$ cat src/rtl/spi_pkg.sv
// Shared types and defaults for the SPI slave frame controller.
package spi_pkg;

  typedef enum logic [1:0] {
    IDLE,
    LOAD,
    SHIFT,
    DONE
  } spi_state_e;

  localparam int SPI_WIDTH        = 16;
  localparam int SPI_SYNC_DEFAULT = 2;

endpackage

$ cat src/rtl/spi_edge_sync.sv
// Multi-flop synchronizer for one asynchronous input, followed by registered
// rise/fall strobes.
module spi_edge_sync
  import spi_pkg::*;
#(
  parameter int SYNC_STAGES = SPI_SYNC_DEFAULT
) (
  input  logic clk,
  input  logic rst,
  input  logic din,
  output logic rise,
  output logic fall
);

  logic [SYNC_STAGES-1:0] sync_q, sync_d;
  logic                   prev_q, prev_d;
  logic                   rise_q, rise_d;
  logic                   fall_q, fall_d;

  always_comb begin
    sync_d = {sync_q[SYNC_STAGES-2:0], din};
    prev_d = sync_q[SYNC_STAGES-1];
    rise_d = sync_q[SYNC_STAGES-1] & ~prev_q;
    fall_d = ~sync_q[SYNC_STAGES-1] & prev_q;
  end

  always_ff @(posedge clk) begin
    if (rst) begin
      sync_q <= '0;
      prev_q <= 1'b0;
      rise_q <= 1'b0;
      fall_q <= 1'b0;
    end else begin
      sync_q <= sync_d;
      prev_q <= prev_d;
      rise_q <= rise_d;
      fall_q <= fall_d;
    end
  end

  assign rise = rise_q;
  assign fall = fall_q;

endmodule

$ cat src/rtl/spi_slave_frame_ctrl.sv
// SPI mode-0 slave framer: oversamples SCK/CS/MOSI on SLK, shifts one WIDTH-bit
// word out on MISO and assembles one received word per CS window.
module spi_slave_frame_ctrl
  import spi_pkg::*;
#(
  parameter int WIDTH       = SPI_WIDTH,
  parameter int SYNC_STAGES = SPI_SYNC_DEFAULT
) (
  input  logic             SLK,
  input  logic             rst,
  input  logic             SCK,
  input  logic             CS,
  input  logic             MOSI,
  output logic             MISO,
  input  logic [WIDTH-1:0] tx_data,
  input  logic             tx_valid,
  output logic             tx_ready,
  output logic [WIDTH-1:0] rx_data,
  output logic             rx_valid,
  output logic             busy,
  output logic             underrun,
  output logic             abort
);

  localparam int               CNT_W    = $clog2(WIDTH) + 1;
  localparam logic [CNT_W-1:0] LAST_BIT = CNT_W'(WIDTH - 1);

  logic sck_rise, sck_fall, cs_rise, cs_fall;
  logic mosi_s;

  logic [SYNC_STAGES-1:0] mosi_sync_q, mosi_sync_d;
  spi_state_e             state_q, state_d;
  logic [CNT_W-1:0]       bit_cnt_q, bit_cnt_d;
  logic [WIDTH-1:0]       shift_tx_q, shift_tx_d;
  logic [WIDTH-1:0]       shift_rx_q, shift_rx_d;
  logic [WIDTH-1:0]       rx_data_q, rx_data_d;
  logic                   tx_ready_q, tx_ready_d;
  logic                   rx_valid_q, rx_valid_d;
  logic                   busy_q, busy_d;
  logic                   underrun_q, underrun_d;
  logic                   abort_q, abort_d;

  spi_edge_sync #(.SYNC_STAGES(SYNC_STAGES)) u_sck_sync (
    .clk  (SLK),
    .rst  (rst),
    .din  (SCK),
    .rise (sck_rise),
    .fall (sck_fall)
  );

  spi_edge_sync #(.SYNC_STAGES(SYNC_STAGES)) u_cs_sync (
    .clk  (SLK),
    .rst  (rst),
    .din  (CS),
    .rise (cs_rise),
    .fall (cs_fall)
  );

  assign mosi_s = mosi_sync_q[SYNC_STAGES-1];

  always_comb begin
    mosi_sync_d = {mosi_sync_q[SYNC_STAGES-2:0], MOSI};
  end

  always_ff @(posedge SLK) begin
    if (rst) begin
      mosi_sync_q <= '0;
    end else begin
      mosi_sync_q <= mosi_sync_d;
    end
  end

  // MISO is the MSB of shift_tx, so clearing or loading shift_tx drives the pin.
  // The tx word is taken on the IDLE->LOAD edge so tx_ready is seen during LOAD.
  always_comb begin
    state_d    = state_q;
    bit_cnt_d  = bit_cnt_q;
    shift_tx_d = shift_tx_q;
    shift_rx_d = shift_rx_q;
    rx_data_d  = rx_data_q;
    tx_ready_d = 1'b0;
    rx_valid_d = 1'b0;
    underrun_d = 1'b0;
    abort_d    = 1'b0;

    unique case (state_q)
      IDLE: begin
        if (cs_rise) begin
          state_d = LOAD;
          if (tx_valid) begin
            shift_tx_d = tx_data;
            tx_ready_d = 1'b1;
          end else begin
            shift_tx_d = '0;
            underrun_d = 1'b1;
          end
        end else if (cs_fall) begin
          shift_tx_d = '0;
        end
      end
      LOAD: begin
        if (cs_fall) begin
          abort_d    = 1'b1;
          shift_tx_d = '0;
          state_d    = IDLE;
        end else begin
          bit_cnt_d = '0;
          state_d   = SHIFT;
        end
      end
      SHIFT: begin
        if (cs_fall) begin
          abort_d    = 1'b1;
          shift_tx_d = '0;
          state_d    = IDLE;
        end else begin
          if (sck_rise) begin
            shift_rx_d = {shift_rx_q[WIDTH-2:0], mosi_s};
            bit_cnt_d  = bit_cnt_q + CNT_W'(1);
            if (bit_cnt_q == LAST_BIT) begin
              state_d = DONE;
            end
          end
          if (sck_fall) begin
            shift_tx_d = {shift_tx_q[WIDTH-2:0], 1'b0};
          end
        end
      end
      DONE: begin
        rx_data_d  = shift_rx_q;
        rx_valid_d = 1'b1;
        state_d    = IDLE;
        if (cs_fall) begin
          shift_tx_d = '0;
        end
      end
      default: state_d = IDLE;
    endcase

    busy_d = (state_d != IDLE);
  end

  always_ff @(posedge SLK) begin
    if (rst) begin
      state_q    <= IDLE;
      bit_cnt_q  <= '0;
      shift_tx_q <= '0;
      shift_rx_q <= '0;
      rx_data_q  <= '0;
      tx_ready_q <= 1'b0;
      rx_valid_q <= 1'b0;
      busy_q     <= 1'b0;
      underrun_q <= 1'b0;
      abort_q    <= 1'b0;
    end else begin
      state_q    <= state_d;
      bit_cnt_q  <= bit_cnt_d;
      shift_tx_q <= shift_tx_d;
      shift_rx_q <= shift_rx_d;
      rx_data_q  <= rx_data_d;
      tx_ready_q <= tx_ready_d;
      rx_valid_q <= rx_valid_d;
      busy_q     <= busy_d;
      underrun_q <= underrun_d;
      abort_q    <= abort_d;
    end
  end

  assign MISO     = shift_tx_q[WIDTH-1];
  assign tx_ready = tx_ready_q;
  assign rx_data  = rx_data_q;
  assign rx_valid = rx_valid_q;
  assign busy     = busy_q;
  assign underrun = underrun_q;
  assign abort    = abort_q;

endmodule

$ cat config.mk
export PLATFORM = sky130hd
export DESIGN_NAME = spi_slave_frame_ctrl
export DESIGN_NICKNAME = d
export VERILOG_FILES = /design/src/rtl/spi_pkg.sv /design/src/rtl/spi_edge_sync.sv /design/src/rtl/spi_slave_frame_ctrl.sv
export SDC_FILE = /design/constraint.sdc
export NUM_CORES = 1
export LEC_CHECK = 0
export CORE_ASPECT_RATIO = 1.1
export CORE_MARGIN = 4
export CORE_UTILIZATION = 45
export CTS_CLUSTER_SIZE = 25
export DETAILED_ROUTE_END_ITERATION = 16
export PLACE_DENSITY = 0.69
export SLEW_MARGIN = 10
export SYNTH_ARGS = -nofsm -noshare
export SYNTH_HDL_FRONTEND = slang
export SYNTH_SLANG_ARGS = --single-unit
$ cat constraint.sdc
create_clock -name SLK -period 2.05 [get_ports SLK]
set_input_delay 0.3075 -clock SLK [delete_from_list [all_inputs] [get_ports SLK]]
set_output_delay 0.3075 -clock SLK [all_outputs]
set_load 0.02 [all_outputs]
; Yosys cells after proc, flatten, opt, wreduce, memory -nomap -nowiden
; Cells that the tools add are included.
; W data, S select, Z words.
[classes]
addsub = 1
eq_ne = 8
mux = 20
bitwise = 12
n_reduce_logical = 9
[op_table]
columns = cell, count
row1 = $mux W16, 5
row2 = $pmux W16 S3, 1
row3 = $mux W5, 3
row4 = $mux W2, 5
row5 = $pmux W5 S2, 1
row6 = $not A1 Y1, 8
row7 = $pmux W2 S4, 1
row8 = $reduce_or A2 Y1, 3
row9 = $add A5 B1 Y5 const B, 1
row10 = $eq A5 B4 Y1 const B, 1
row11 = $and A1 B1 Y1, 4
row12 = $eq A2 B2 Y1 const B, 2
row13 = $mux W1, 4
row14 = $ne A2 B2 Y1 const B, 2
row15 = $reduce_and A4 Y1, 1
row16 = $reduce_bool A2 Y1, 2
row17 = $ne A3 B1 Y1 const B, 1
row18 = $reduce_and A3 Y1, 1
row19 = $reduce_or A3 Y1, 1
row20 = $eq A2 B1 Y1 const B, 1
row21 = $logic_not A2 Y1, 1
row22 = $ne A2 B1 Y1 const B, 1
[word_totals]
ff_bits = 72
out_inout_bits = 22

; Longest topological paths before layout
; Gate-level depths: netlist (run 1).
[logic_depth]
depth_word = 6
mapped_depth = 8
mapped_depth_nobuf = 7

; Cells and area by module
; From an unflattened synthesis (run 1), not the netlist that was laid out.
[unflattened]
cells_unflattened = 295
hier_area_um2 = 2947.8
[by_module_without_submodules]
columns = module, n_inst, cells_each, area_per_inst_um2, seq_area_each_um2
row1 = spi_slave_frame_ctrl, 1, 275, 2680.1, 1241.2
row2 = spi_edge_sync, 2, 10, 133.9, 100.1

; Worst setup path after synthesis (run 1)
; No wires, ideal clock.
[synth_path]
path_type = flip-flop to flip-flop
start = register state_q[0]
end = register shift_tx_q[11]
arrival_time_ns = 1.502
required_time_ns = 1.918
slack_ns = 0.416
path_stages_with_launch = 9
path_buffers = 2
cell_sequence = dfxtp_1 inv_1 ha_1 buf_2 and3_4 buf_2 and2_1 o31ai_1 a21oi_1
[synth_between]
elab_chain_cells = 3
elab_cells_between_ends = 7
cone_classes = eq/ne: 4 / mux: 1 / reduce/logical: 2
[synth_lines]
columns = element, line_no
row1 = from (decl), spi_slave_frame_ctrl.sv:32  ; spi_state_e state_q, state_d;
row2 = from (signal assigned), spi_slave_frame_ctrl.sv:156  ; state_q <= state_d;
row3 = $eq A2 B2 Y1 / $eq A2 B1 Y1 (equally long branches), spi_slave_frame_ctrl.sv:86  ; unique case (state_q)
row4 = $reduce_or A2 Y1 (no line), n/a
row5 = $pmux W16 S3, spi_slave_frame_ctrl.sv:86
row6 = to (signal assigned), spi_slave_frame_ctrl.sv:158  ; shift_tx_q <= shift_tx_d;
row7 = to (decl), spi_slave_frame_ctrl.sv:34  ; logic [WIDTH-1:0] shift_tx_q, shift_tx_d;
; Parallel ways exist; a longest one is shown, timed or not.
; A chain may end at the register's enable or synchronous reset.

; Worst setup path after layout (run 1)
[layout_path]
start = register state_q[0]
end = register bit_cnt_q[3]
[layout_between]
elab_chain_cells = 3
elab_cells_between_ends = 8
cone_classes = eq/ne: 5 / mux: 1 / reduce/logical: 2
[layout_lines]
columns = element, line_no
row1 = $eq A2 B1 Y1 / $eq A2 B2 Y1 (equally long branches), spi_slave_frame_ctrl.sv:86
row2 = $ne A2 B2 Y1 (no line) (tied with other cells), n/a
row3 = $reduce_and A4 Y1 (no line), n/a
row4 = to (signal assigned), spi_slave_frame_ctrl.sv:157  ; bit_cnt_q <= bit_cnt_d;
row5 = to (decl), spi_slave_frame_ctrl.sv:33  ; logic [CNT_W-1:0] bit_cnt_q, bit_cnt_d;
; Parallel ways exist; a longest one is shown, timed or not.

==> results.yml, run 1 <==
status:
  status: "completed"
timing:
  fin_crit_sh: 0.891
  worst_pin_slew_ns: 0.446
  setup_viol_count_final: 0
  final_hold_viol_count: 0
  slew_viol_final: 0
  rsz0062_at_grt: "false"
  max_freq_mhz: 548
  fin_crit_ns: 1.83
  fin_worst_skew_ns: 0.00547
  relSlewSlack: 0.702
  fin_setup_tns_ns: 0
cts:
  cts_setup_buffers: 0
  clkTransAtPathRegs_ns: 0.07
  post_cts_resized: 0
  numCtsBuffers: 9
  insertion_delay_ns: 0.34
  max-clock-path-buffers: 2
  cts_htree_levels: 3
  clock_sinks: 72
  cts_tree: "built"
  postCtsHoldBufs: 0
  root_buffer: "clkbuf_8"
yosys:
  synthMuxAreaShare: 0.0544
  synth-edff-count: 0
  synth_fp_nets: 357
  synth_cells: 328
  synth_compound_area_frac: 0.182
  synth_top_family_by_area: "simple AND/OR/NAND/NOR gates"
  ys_seq_area_frac: 0.489
  syn_avg_cell_area_um2: 8.98
  synth_warnings: 0
  synthFlopType: "dfxtp_1"
  synthArstFlopShare: 0
  synth.distinct_cells: 42
  synth_simple_gate_area_frac: 0.198
  ys_ff_latch: 72
  syn-cell-area_um2: 2950
  synth-xor-area-share: 0
  synth_fa_ha_area_frac: 0.0297
detailed_routing:
  dr.pass1.iters: 4
  vias: 2401
  drc: 0
  wire_per_inst_um: 13.3
  ant_nets: 0
  viasPerCell: 5.28
  drt_first_iter_violations: 124
  wirelength_um: 6070
layout:
  drive_gt1_frac: 0.0827
  n_fill_cell: 536
  diodes: 0
  nets: 400
  syn2layout_area_growth_pct: 24.2
  fin_util: 0.584
flow_run:
  cap_violations: 0
power_and_ir_drop:
  leakagePower_nw: 1.31
  p_seq_frac: 0.460
  pwr-share-clk: 0.385
  p_comb_frac: 0.155
  ir_worst_vdd_v: 0.000699
  power_density_nw_per_um2: 875
  p_int_mw: 2.37
  p_sw_mw: 0.828
  swShare: 0.259
global_route:
  globalRouteOverflowTotal: 0
  use_met2: 0.256
  track_usage: 0.160
  met3_usage: 0.0507
  grtUsageMet1: 0.200
  grt_max_degree: 24
  grt_pass1_vias: 2245
  busiest_layer: "met2"
  antenna_found_initial: 0
  grt_pass1_wl_um: 10300
floorplanning:
  initial_utilization: 0.470
  rows: 30
  die_h_um: 92.9
  core_area_um2: 6270
  ios: 44
  fp.dieW_um: 85.2
  die_area_um2: 7910
critical_path:
  crit_type: "reg -> reg"
  critPathCaptureType: "register"
  arrival_ns: 2.10
  crit_fanout: 12
  crit_path_start_kind: "register"
  critPathRequiredTime_ns: 2.32
placed_design:
  gp_congestion: 0.715
  post-dp-hpwl_um: 4110
  portBuffers: 43
hold_path:
  min_path_type: "in -> reg"
==> area by class of cell <==
class | count | area (um2) | area share
flip-flops and latches | 72 | 1440 | 0.394
multi-input cells | 227 | 1370 | 0.374
repair buffers | 53 | 500 | 0.137
clock buffers | 10 | 138 | 0.0376
well taps | 80 | 100 | 0.0274
clock inverters | 5 | 81.3 | 0.0222
inverters | 8 | 30.0 | 0.00821
==> layer usage <==
metal	up-vias	wire length (um)
li1	1220	-
met1	1126	2850
met2	46	2830
met3	9	275
met4	0	112
met5	-	0
==> Yosys cell counts (2+ instances only) <==
master | count | share of area
a211oi_1 | 2 | 0.0051
a21o_1 | 2 | 0.0051
a21oi_1 | 43 | 0.073
a22o_1 | 3 | 0.0089
a22oi_1 | 4 | 0.010
a32oi_1 | 2 | 0.0059
and2_1 | 10 | 0.021
and3_1 | 2 | 0.0042
buf_2 | 10 | 0.017
buf_4 | 2 | 0.0051
clkbuf_1 | 7 | 0.0089
dfxtp_1 | 72 | 0.49
ha_1 | 7 | 0.030
inv_1 | 8 | 0.010
mux2i_1 | 16 | 0.054
nand2_1 | 36 | 0.046
nand2b_1 | 13 | 0.028
nand3_1 | 4 | 0.0068
nor2_1 | 27 | 0.034
nor2b_1 | 12 | 0.025
nor3b_1 | 3 | 0.0076
o21ai_0 | 13 | 0.022
o31ai_1 | 9 | 0.023
o32ai_1 | 3 | 0.0089
==> logic make-up (layout without fill, tap and decap cells) <==
group,after synthesis,count (layout)
buf+inv,29,76
simple gates,116,116
fa+ha+maj,7,7
mux,16,16
compound gates,88,88
flops,72,72
==> final timing paths <==
| path | depth (start not counted) | slack [ns] | endpoint | start |
|---|---|---|---|---|
| setup / recovery | 6 | 0.22 | bit_cnt_q[3] | state_q[0] |
| hold / removal | 2 | 0.33 | state_q[1] | rst |
| setup reg to reg | 6 | 0.22 | bit_cnt_q[3] | state_q[0] |
| hold reg to reg | 1 | 0.41 | u_cs_sync.fall | u_cs_sync.sync_q[1] |
==> cells in the final DEF (no fill, tap or decap), types with 2 or more instances in the layout <==
cell,instances
a22oi_1,4
a21oi_1,43
inv_1,8
dfxtp_1,72
nor3b_1,3
a22o_1,3
nand3_1,4
and3_1,2
buf_4,10
clkbuf_8,10
nand2b_1,13
mux2i_1,16
a21o_1,2
a32oi_1,2
o21ai_0,13
nor2b_1,12
o31ai_1,9
clkdlybuf4s50_1,42
nand2_1,36
ha_1,7
o32ai_1,3
nor2_1,27
and2_1,10
a211oi_1,2
bufinv_16,2
==> worst max-delay path, stage by stage, from the launching register on <==
cell,delay [ns]
dfxtp_1,0.39
inv_1,0.11
ha_1,0.33
nand2b_1,0.22
a21o_1,0.23
or3_1,0.35
a21oi_1,0.13
==> state kept, by name, indices dropped and copies added, names as in the netlist, 2 cells and up <==
name               cells
u_sck_sync.sync_q      2
mosi_sync_q            2
u_cs_sync.sync_q       2
shift_rx_q            16
bit_cnt_q              5
rx_data               16
state_q                2
shift_tx_q            16
==> per-stage QoR <==
step / setup WS, ns / hold WS, ns / cell area, um2 / instances / power (mW)
6_report: 0.224 / 0.327 / 3660 / 455 / 3.20
5_1_grt: 0.0997 / 0.332 / 3660 / 455 / 3.33
4_1_cts: 0.238 / 0.318 / 3660 / 455 / 3.22
3_5_place_dp: 0.256 / 0.402 / 3440 / 440 / 2.00
3_3_place_gp: 0.307 / 0.390 / 3440 / 440 / 1.99
2_1_floorplan: 0.416 / 0.383 / 2950 / 328 / 1.84
==> power groups by stage <==
stage          logic, mW  clock network [mW]  registers (mW)
4_1_cts            0.494                1.25            1.47
2_1_floorplan      0.329                   0            1.51
3_5_place_dp       0.491                   0            1.50
5_1_grt            0.540                1.31            1.48
3_3_place_gp       0.488                   0            1.50
6_report           0.496                1.23            1.47
(Power assumes the default switching activity.)
==> inputs of run 2 (changes only) <==
CTS_CLUSTER_SIZE = default   (was 25)
GPL_TIMING_DRIVEN = 0   (was default)
SLEW_MARGIN = 0   (was 10)
==> run 2 against run 1 <==
Hold slack gained 0.087 ns. Combinational power grew 0.8%. Critical path type unchanged. Die area stayed put. Flip-flop and latch count stayed put. Cell count is 2.6% higher. Utilization increased by 1.4 points. Global-route usage increased by 1.1 points. Via count grew 0.67%. Clock power rose by 21%. Largest cell class unchanged. Fmax decreased by 2.1%.
==> results.yml, run 2 (same netlist as run 1, synthesis figures left out) <==
power_and_ir_drop:
  ir_worst_vdd_v: 0.000700
  power_mw: 3.47
  leakagePower_nw: 1.35
  power_density_nw_per_um2: 925
timing:
  final_hold_viol_count: 0
  max_freq_mhz: 536
  fin_crit_ns: 1.87
  slew_viol_final: 0
  fin_setup_tns_ns: 0
  worst_pin_slew_ns: 0.515
  relSlewSlack: 0.657
  rsz0062_at_grt: "false"
  setup_viol_count_final: 0
  fin_crit_sh: 0.910
  fin_worst_skew_ns: 0.00457
flow_run:
  cap_violations: 0
cts:
  clock_sinks: 72
  insertion_delay_ns: 0.35
  numCtsBuffers: 9
  postCtsHoldBufs: 0
  post_cts_resized: 0
  cts_tree: "built"
  clkTransAtPathRegs_ns: 0.08
  cts_setup_buffers: 0
  max-clock-path-buffers: 2
  cts_htree_levels: 3
  root_buffer: "clkbuf_8"
layout:
  syn2layout_area_growth_pct: 27.1
  nets: 411
  n_fill_cell: 568
  final_cells: 467
  mostFrequentLayoutCell: "dfxtp_1"
  multi_input_area_um2: 1370
  design_area_um2: 3750
  diodes: 0
  fin_util: 0.598
  final_cell_mix: "dfxtp_1, a21oi_1, clkdlybuf4s50_1, nand2_1, nor2_1"
  drive_gt1_frac: 0.0879
  ff_latch_area_um2: 1440
critical_path:
  critPathRequiredTime_ns: 2.30
  crit_fanout: 10
  arrival_ns: 2.11
  worstPathBufferInverterCount: 2
  cpPeakStageDelay_ns: 0.45
  crit_path_start_kind: "register"
  crit_type: "reg -> reg"
  cp_top_family: "simple AND/OR/NAND/NOR gates"
  critPathSlowestCell: "nor3b_1"
  cp_cell_sequence: "inv_1, ha_1, buf_4, nor3b_1, nor2_1, a32oi_1, nand2_1"
  critPathCaptureType: "register"
floorplanning:
  ios: 44
  core_area_um2: 6270
  fp.dieW_um: 85.2
  initial_utilization: 0.470
  rows: 30
  die_area_um2: 7910
  die_h_um: 92.9
status:
  status: "completed"
global_route:
  grt_max_degree: 13
  busiest_layer: "met2"
  grt_pass1_wl_um: 10900
  globalRouteOverflowTotal: 0
  antenna_found_initial: 0
  grt_pass1_vias: 2328
  track_usage: 0.171
  use_met2: 0.266
  met3_usage: 0.0365
  grtUsageMet1: 0.220
hold_path:
  min_path_type: "reg -> reg"
detailed_routing:
  drc: 0
  vias: 2417
  wirelength_um: 6360
  wire_per_inst_um: 13.6
  dr.pass1.iters: 4
  ant_nets: 0
  viasPerCell: 5.18
  drt_first_iter_violations: 178
placed_design:
  post-place-cells: 451
  place_area_um2: 3480
  portBuffers: 43
  gp_congestion: 0.753
  post-dp-hpwl_um: 4360
## run 2: per-stage QoR
stage	hold slack (ns)	setup slack (ns)
after floorplan	0.383	0.416
after global placement	0.392	0.101
after detailed placement	0.400	0.0986
after CTS	0.413	0.198
after global routing	0.430	0.0293
final	0.414	0.185
## run 2: per-layer routing
metal,share of wire,up-vias
met2,0.47,47
met4,0.015,0
li1,-,1237
met1,0.46,1126
met5,0,-
met3,0.048,7
## run 2: path summary, 6_finish.rpt
check                                       start  slack, ns  cells after the start               to
worst max register to register         state_q[0]       0.18                      7    shift_tx_q[8]
worst min register to register  u_sck_sync.prev_q       0.41                      1  u_sck_sync.rise
worst min-delay path            u_sck_sync.prev_q       0.41                      1  u_sck_sync.rise
worst max-delay path                   state_q[0]       0.18                      7    shift_tx_q[8]
## run 2: cell type report
class,instances,area share
clock buffers,11,0.0377
well taps,80,0.0267
multi-input cells,227,0.365
plain buffers,21,0.0287
flip-flops and latches,72,0.385
repair buffers,43,0.115
clock inverters,5,0.0341
inverters,8,0.00802
## run 2: worst reg2reg max path: stages (launching register included)
cell	delay, ns
dfxtp_1	0.35
inv_1	0.12
ha_1	0.21
buf_4	0.19
nor3b_1	0.45
nor2_1	0.16
a32oi_1	0.23
nand2_1	0.07
## run 2: where the power goes
part / internal [mW] / switching, mW / total, mW / leakage (nW)
Sequential: 1.44 / 0.0274 / 1.47 / 0.582
Clock: 0.965 / 0.529 / 1.49 / 0.130
Combinational: 0.210 / 0.290 / 0.500 / 0.640
Total: 2.62 / 0.847 / 3.47 / 1.35
